===== src/rtl/mem_arbiter.sv =====
// Arbiter sharing one single-port RAM between loader, data and fetch ports.
// One transaction at a time: IDLE -> ISSUE -> (RESP on reads) -> IDLE.
module mem_arbiter #(
  parameter int AW = 32,
  parameter int DW = 32
) (
  input  logic          clk,
  input  logic          resetn,
  input  logic          l_req,
  input  logic [AW-1:0] l_addr,
  input  logic [DW-1:0] l_wdata,
  output logic          l_gnt,
  input  logic          d_req,
  input  logic          d_we,
  input  logic [AW-1:0] d_addr,
  input  logic [DW-1:0] d_wdata,
  output logic          d_gnt,
  output logic          d_rvalid,
  output logic [DW-1:0] d_rdata,
  input  logic          i_req,
  input  logic [AW-1:0] i_addr,
  output logic          i_gnt,
  output logic          i_rvalid,
  output logic [DW-1:0] i_rdata,
  output logic          ram_we,
  output logic [AW-1:0] ram_a,
  output logic [DW-1:0] ram_wd,
  input  logic [DW-1:0] ram_rd,
  output logic          busy
);

  typedef enum logic [1:0] {IDLE = 2'd0, ISSUE = 2'd1, RESP = 2'd2} state_t;
  typedef enum logic [1:0] {OWN_NONE = 2'd0, OWN_L = 2'd1, OWN_D = 2'd2, OWN_I = 2'd3} owner_t;

  state_t        state;
  owner_t        owner;
  logic          rr_fetch;  // 0: data port favoured, 1: fetch port favoured
  logic          sel_l;
  logic          sel_d;
  logic          sel_i;
  logic          win_we;
  logic [AW-1:0] win_addr;
  logic [DW-1:0] win_wdata;

  // Both read-data buses mirror the RAM; rvalid alone qualifies them.
  assign d_rdata = ram_rd;
  assign i_rdata = ram_rd;

  // Winner selection: loader first, then round-robin between data and fetch.
  always_comb begin
    sel_l = 1'b0;
    sel_d = 1'b0;
    sel_i = 1'b0;
    if (l_req) begin
      sel_l = 1'b1;
    end else if (d_req && i_req) begin
      sel_d = ~rr_fetch;
      sel_i = rr_fetch;
    end else begin
      sel_d = d_req;
      sel_i = i_req;
    end
  end

  // Operand mux feeding the RAM registers from the selected requester.
  always_comb begin
    win_we    = 1'b0;
    win_addr  = i_addr;
    win_wdata = ram_wd;
    if (sel_l) begin
      win_we    = 1'b1;
      win_addr  = l_addr;
      win_wdata = l_wdata;
    end else if (sel_d) begin
      win_we    = d_we;
      win_addr  = d_addr;
      win_wdata = d_wdata;
    end else begin
      win_we    = 1'b0;
      win_addr  = i_addr;
      win_wdata = ram_wd;
    end
  end

  // Transaction sequencer with all outputs registered.
  always_ff @(posedge clk or negedge resetn) begin
    if (!resetn) begin
      state    <= IDLE;
      owner    <= OWN_NONE;
      rr_fetch <= 1'b0;
      ram_we   <= 1'b0;
      ram_a    <= '0;
      ram_wd   <= '0;
      l_gnt    <= 1'b0;
      d_gnt    <= 1'b0;
      i_gnt    <= 1'b0;
      d_rvalid <= 1'b0;
      i_rvalid <= 1'b0;
      busy     <= 1'b0;
    end else begin
      case (state)
        IDLE: begin
          d_rvalid <= 1'b0;
          i_rvalid <= 1'b0;
          if (l_req || d_req || i_req) begin
            ram_we <= win_we;
            ram_a  <= win_addr;
            ram_wd <= win_wdata;
            l_gnt  <= sel_l;
            d_gnt  <= sel_d;
            i_gnt  <= sel_i;
            busy   <= 1'b1;
            state  <= ISSUE;
            if (sel_d) begin
              owner    <= OWN_D;
              rr_fetch <= 1'b1;
            end else if (sel_i) begin
              owner    <= OWN_I;
              rr_fetch <= 1'b0;
            end else begin
              owner    <= OWN_L;
              rr_fetch <= rr_fetch;
            end
          end else begin
            ram_we <= 1'b0;
            l_gnt  <= 1'b0;
            d_gnt  <= 1'b0;
            i_gnt  <= 1'b0;
            busy   <= 1'b0;
          end
        end
        ISSUE: begin
          ram_we <= 1'b0;
          l_gnt  <= 1'b0;
          d_gnt  <= 1'b0;
          i_gnt  <= 1'b0;
          // ram_we still reflects the access the RAM performs on this edge
          if (ram_we) begin
            state <= IDLE;
            busy  <= 1'b0;
          end else begin
            state    <= RESP;
            d_rvalid <= (owner == OWN_D);
            i_rvalid <= (owner == OWN_I);
          end
        end
        RESP: begin
          d_rvalid <= 1'b0;
          i_rvalid <= 1'b0;
          busy     <= 1'b0;
          state    <= IDLE;
        end
        default: begin
          state    <= IDLE;
          ram_we   <= 1'b0;
          l_gnt    <= 1'b0;
          d_gnt    <= 1'b0;
          i_gnt    <= 1'b0;
          d_rvalid <= 1'b0;
          i_rvalid <= 1'b0;
          busy     <= 1'b0;
        end
      endcase
    end
  end

endmodule


===== config.mk =====
export PLATFORM = sky130hd
export DESIGN_NAME = mem_arbiter
export DESIGN_NICKNAME = d
export VERILOG_FILES = /design/src/rtl/mem_arbiter.sv
export SDC_FILE = /design/constraint.sdc
export NUM_CORES = 1
export LEC_CHECK = 0
export CORE_ASPECT_RATIO = 0.7
export CORE_MARGIN = 2
export CORE_UTILIZATION = 32
export DETAILED_ROUTE_END_ITERATION = 8
export GPL_TIMING_DRIVEN = 0
export HOLD_SLACK_MARGIN = 0.12
export MAX_ROUTING_LAYER = met4
export PLACE_DENSITY = 0.83
export RECOVER_POWER = 25
export SYNTH_ARGS = -nofsm -noshare
export SYNTH_HDL_FRONTEND = slang
export SYNTH_SLANG_ARGS = --single-unit
export TNS_END_PERCENT = 30

===== constraint.sdc =====
create_clock -name clk -period 2.8 [get_ports clk]
set_input_delay 0.7 -clock clk [delete_from_list [all_inputs] [get_ports clk]]
set_output_delay 0.7 -clock clk [all_outputs]
set_load 0.05 [all_outputs]

### Word level (Yosys, flattened, before mapping)

Index checks and enable logic that the tools add are counted.

* output and inout port bits: 135
* logic and storage cells: 62
* input port bits: 198
* register bits: 76

* bitwise gates (word level): 1
* reductions and logical operators: 9
* muxes and demuxes: 33
* equal/unequal tests: 7

Operators by type and width (count)
* 2-to-1 mux 32 bit: 4
* 2-to-1 mux 1 bit: 19
* case mux 1 bit (2 select lines): 5
* 2-to-1 mux 2 bit: 4
* == test 2 bit (second input constant): 3
* inequality test 2 bit (second input constant): 3
* AND reduction 3 bit: 2
* case mux 2 bit (2 select lines): 1
* nonzero test 2 bit: 2
* == test 2 x 1 -> 1 bit (second input constant): 1
* logical NOT 2 bit: 1
* logical OR 1 bit: 2
* AND reduction 2 bit: 1
* logical AND 1 bit: 1
* NOT 1 bit: 1

### Logic depth before layout (Yosys ltp)

Gate-level depths: netlist of run 1.

* depth after elaboration: 7
* mapped depth: 6
* mapped depth without buffers: 3

### Worst setup path before layout of run 1

No wires, ideal clock.

* kind: input-to-reg
* start point: in l_req
* end point: reg ram_wd[23]
* path buffers: 2
* data required time: 2672 ps
* path slack: 984 ps
* library setup time: 128 ps
* arrival: 1689 ps
* cell stages on the path: 4
* cell sequence: buf_2 -> buf_2 -> mux2_2 -> mux2_1

* word-level cells in the longest chain between the ends: 3
* elaborated cells between the ends (all ways): 7
* those cells by class: mux (3); reduce/logical (4)

RTL lines
* from (decl): RTL line 9 `input logic l_req,`
* 2-to-1 mux 1 bit or logical OR 1 bit (tied branches): RTL line 54, 105
* nonzero test 2 bit (no line) or logical OR 1 bit (tied branches)
* AND reduction 3 bit (no line)
* to (signal assigned): RTL line 108 `ram_wd <= win_wdata;`
* to (decl): RTL line 27 `output logic [DW-1:0] ram_wd,`

Several ways; a longest one is shown, not always the timed one.
A chain may end at the register's enable or synchronous reset.

### Worst setup path after layout of run 1

* start point: in l_req
* end point: reg ram_a[29]

* word-level cells in the longest chain between the ends: 3
* elaborated cells between the ends (all ways): 7
* those cells by class: mux (4); reduce/logical (3)

RTL lines
* 2-to-1 mux 1 bit or logical OR 1 bit (tied branches): RTL line 54, 105
* 2-to-1 mux 32 bit or logical OR 1 bit (tied branches): RTL line 74, 105
* 2-to-1 mux 32 bit or AND reduction 2 bit (tied branches)
* to (signal assigned): RTL line 107 `ram_a <= win_addr;`
* to (decl): RTL line 26 `output logic [AW-1:0] ram_a,`

Several ways; a longest one is shown, not always the timed one.

==> results of run 1 <==
cells in the final DEF, fill, tap and decap left out, drive strengths merged, types with 2 or more instances in the layout:
cell,netlist,final
nor2,5,5
or3,2,2
o311ai,32,32
buf,83,84
o31ai,32,32
inv,65,67
o22a,32,32
clkbuf,18,29
o41ai,2,2
nand2,35,35
nor2b,2,2
a21oi,6,6
dfrtp,76,76
bufinv,0,3
mux2,64,64
clkdlybuf4s50,0,299
worst max-delay path, delay by kind of cell:
family / cells / cell delay [ns]
simple gates: 1 / 0.10
compound gates: 2 / 0.33
buf+inv: 4 / 1.59
layout make-up:
| type | count | share of cell area (%) |
|---|---|---|
| Clock buffer | 10 | 2.88 |
| Buffer | 101 | 7.99 |
| Clock inverter | 6 | 1.43 |
| Inverter | 65 | 2.94 |
| Tap cell | 190 | 2.87 |
| Sequential cell | 76 | 23.0 |
| Multi-Input combinational cell | 226 | 22.5 |
| Timing Repair Buffer | 301 | 36.4 |
power by group:
group / total, mW / switching, mW / internal [mW] / leakage, nW
logic: 5.18 / 3.17 / 2.01 / 2.50
registers: 1.96 / 0.303 / 1.66 / 0.884
clock network: 1.39 / 0.485 / 0.907 / 0.175
flip-flops by register name, indices dropped and copies added, names as in the netlist:
name / count
ram_a: 32
ram_wd: 32
owner: 2
state: 2
busy: 1
d_gnt: 1
d_rvalid: 1
i_gnt: 1
i_rvalid: 1
l_gnt: 1
ram_we: 1
rr_fetch: 1
routing by layer:
layer	global-route usage, %	part of all wire, %	vias to the layer above
met5	-	0	-
met4	3.81	1.1	0
met3	5.02	6.3	15
met2	34.0	48	179
met1	27.9	45	2201
li1	-	-	2202
through the flow:
stage	cell area (sq um)	TNS [ns]	hold slack (ns)	worst slack [ns]	util, %
finish	8290	0	0.478	0.346	58.8
global route	8290	0	0.508	0.187	58.8
CTS	8290	0	0.343	0.311	58.8
detailed placement	7930	-0.0389	0.465	-0.0389	56.3
global placement	7920	-130.95	0.469	-1.73	56.1
floorplan	4670	0	0.404	0.984	-
cells in the mapped netlist (all sizes together):
cell type / count / area share (%)
buf: 83 / 13
dfrtp: 76 / 41
inv: 65 / 5.2
mux2: 64 / 15
nand2: 35 / 2.8
o22a: 32 / 6.0
o311ai: 32 / 6.0
o31ai: 32 / 5.1
clkbuf: 18 / 1.4
a21oi: 6 / 0.64
nor2: 5 / 0.56
nor2b: 2 / 0.27
o41ai: 2 / 0.37
or3: 2 / 0.37
a211oi: 1 / 0.16
a21bo: 1 / 0.21
a21boi: 1 / 0.24
a21o: 1 / 0.16
a2bb2oi: 1 / 0.19
and2: 1 / 0.13
mux2i: 1 / 0.21
nand2b: 1 / 0.13
nand3b: 1 / 0.16
nor3: 1 / 0.11
nor3b: 1 / 0.16
o21ai: 1 / 0.19
or2: 1 / 0.13
or4: 1 / 0.16
logic make-up (layout without fill, tap and decap cells):
logic type             count (synthesis)  in the layout
AOI/OAI and AO/OA                    110            110
and+or+nand+nor                       51             51
buffers and inverters                166            483
DFF                                   76             76
muxes                                 65             65
worst max-delay path by stage:
stage,start,to,slack [ns],cells after the start
detailed placement,l_req,ram_a[29],-0.04,7
global placement,resetn,ram_wd[15],-1.73,1
floorplan,l_req,ram_wd[23],0.98,4
CTS,l_req,ram_a[29],0.31,7
finish,l_req,ram_a[29],0.35,7
global route,l_req,ram_a[29],0.19,7
==> flow_summary.toml, run 1 <==
[clock_tree]
holdBufCountCts = 0
clkTransAtPathRegs_ns = 0.06
cts_htree_levels = 3
root_buffer = "clkbuf_16"
post_cts.repair.setup_buffers = 0
cts_tree = "done"
numCtsBuffers = 9
post_cts_resized = 0
clock_latency_ns = 0.33
clockBufferDepth = 2
cts.sinks = 76

[layout]
multi_input_area_sq_mm = 0.00187
antennaDiodeCount = 0
fin_cells = 975
nFillCells = 1227
drive_gt1_share_pct = 20.9
syn_to_final_growth_pct = 77.3
nets = 978
seqCellArea_sq_mm = 0.00190

[synthesis]
synth_cell_types = 35
yosysWarnings = 0
synthCells = 468
synthSimpleGateAreaFrac_pct = 5.01
ys_ff_latch = 76
synth-seq-area-share_pct = 40.7
synthAdderAreaFrac_pct = 0
syn_area_sq_mm = 0.00467
syn-num-nets = 666
synth_mux_area_share_pct = 15.6
synth_compound_area_share_pct = 19.3
postSynthAreaPerCell_sq_um = 9.99
synth_top_family_by_area = "buffers and inverters"
synth-xor-area-share_pct = 0

[detailed_routing]
ant_nets = 0
drt_iter0_drc = 232
wirelength_microns = 16600
wl_per_cell_microns = 17.0
via_per_inst = 4.71
drcViolationCount = 0
vias = 4597
drt_first_pass_iters = 4

[min_path]
min_path_type = "reg -> reg"
hold_end = "busy"
hp-start = "busy"
hold-path-cell-count = 1

[floorplanning]
dieArea_sq_mm = 0.0156
initial_core_util_pct = 33.2
io_pins = 333
die_w_microns = 148
row_count = 36
core_sq_mm = 0.0141
fp.dieH_microns = 105

[power]
power_mw = 8.53
p_leak_nw = 3.56
vdd_drop_max_mv = 0.490
power.density_mw_per_mm2 = 1030

[setup_path]
arrival_ns = 2.73
crit_path_start_kind = "input pin"
r2r_start = "state[0]"
cp_slowest_cell = "clkdlybuf4s50_1"
reg2reg_depth = 5
required_ns = 3.07
criticalPathCategory = "in -> reg"
r2r_slack_ns = 0.86
cp_max_fo = 10
cpMostUsedCell = "buf_2"
critPathCaptureType = "register"
r2r_end = "ram_a[31]"
worstPathCellList = "clkdlybuf4s50_1 -> buf_2 -> buf_2 -> clkbuf_1 -> nand2_1 -> o31ai_1 -> o22a_1"
slowest_delay_ns = 0.50

[sta]
clock_skew_ns = 0.00732
max_freq_mhz = 407
finalSetupViolCount = 0
worst_pin_slew_ns = 2.10
maxSlewViolCount = 34
min_period_over_period_pct = 87.6
final_hold_viol_count = 0
min_period_ns = 2.45
rsz0062_at_grt = "no"
max_slew_margin_pct = -39.8

[job]
drv_cap = 1

[placement]
dp.cells = 959
place.gp.congestion = 0.787
dp_hpwl_microns = 13400
port_buffers = 300

[global_routing]
grt_util_all_layers_pct = 21.3
overflow = 0
grt_pass1_vias = 4581
grt_pass1_wl_microns = 25100
antenna_found_initial = 0
grt_max_degree = 44

[outcome]
outcome = "finished, violations left"
violations = "max-capacitance violations, max-slew violations"
Power figures use the tool's default switching activity.
==> inputs of run 2 (changes only) <==
--- a/config.mk
+++ b/config.mk
@@ -10,7 +10,7 @@
 export CORE_UTILIZATION = 32
 export DETAILED_ROUTE_END_ITERATION = 8
 export GPL_TIMING_DRIVEN = 0
-export HOLD_SLACK_MARGIN = 0.12
+export HOLD_SLACK_MARGIN = 0.03
 export MAX_ROUTING_LAYER = met4
 export PLACE_DENSITY = 0.83
 export RECOVER_POWER = 25
==> results of run 2 <==
Final layout, timing and power as in run 1 (identical DEF).
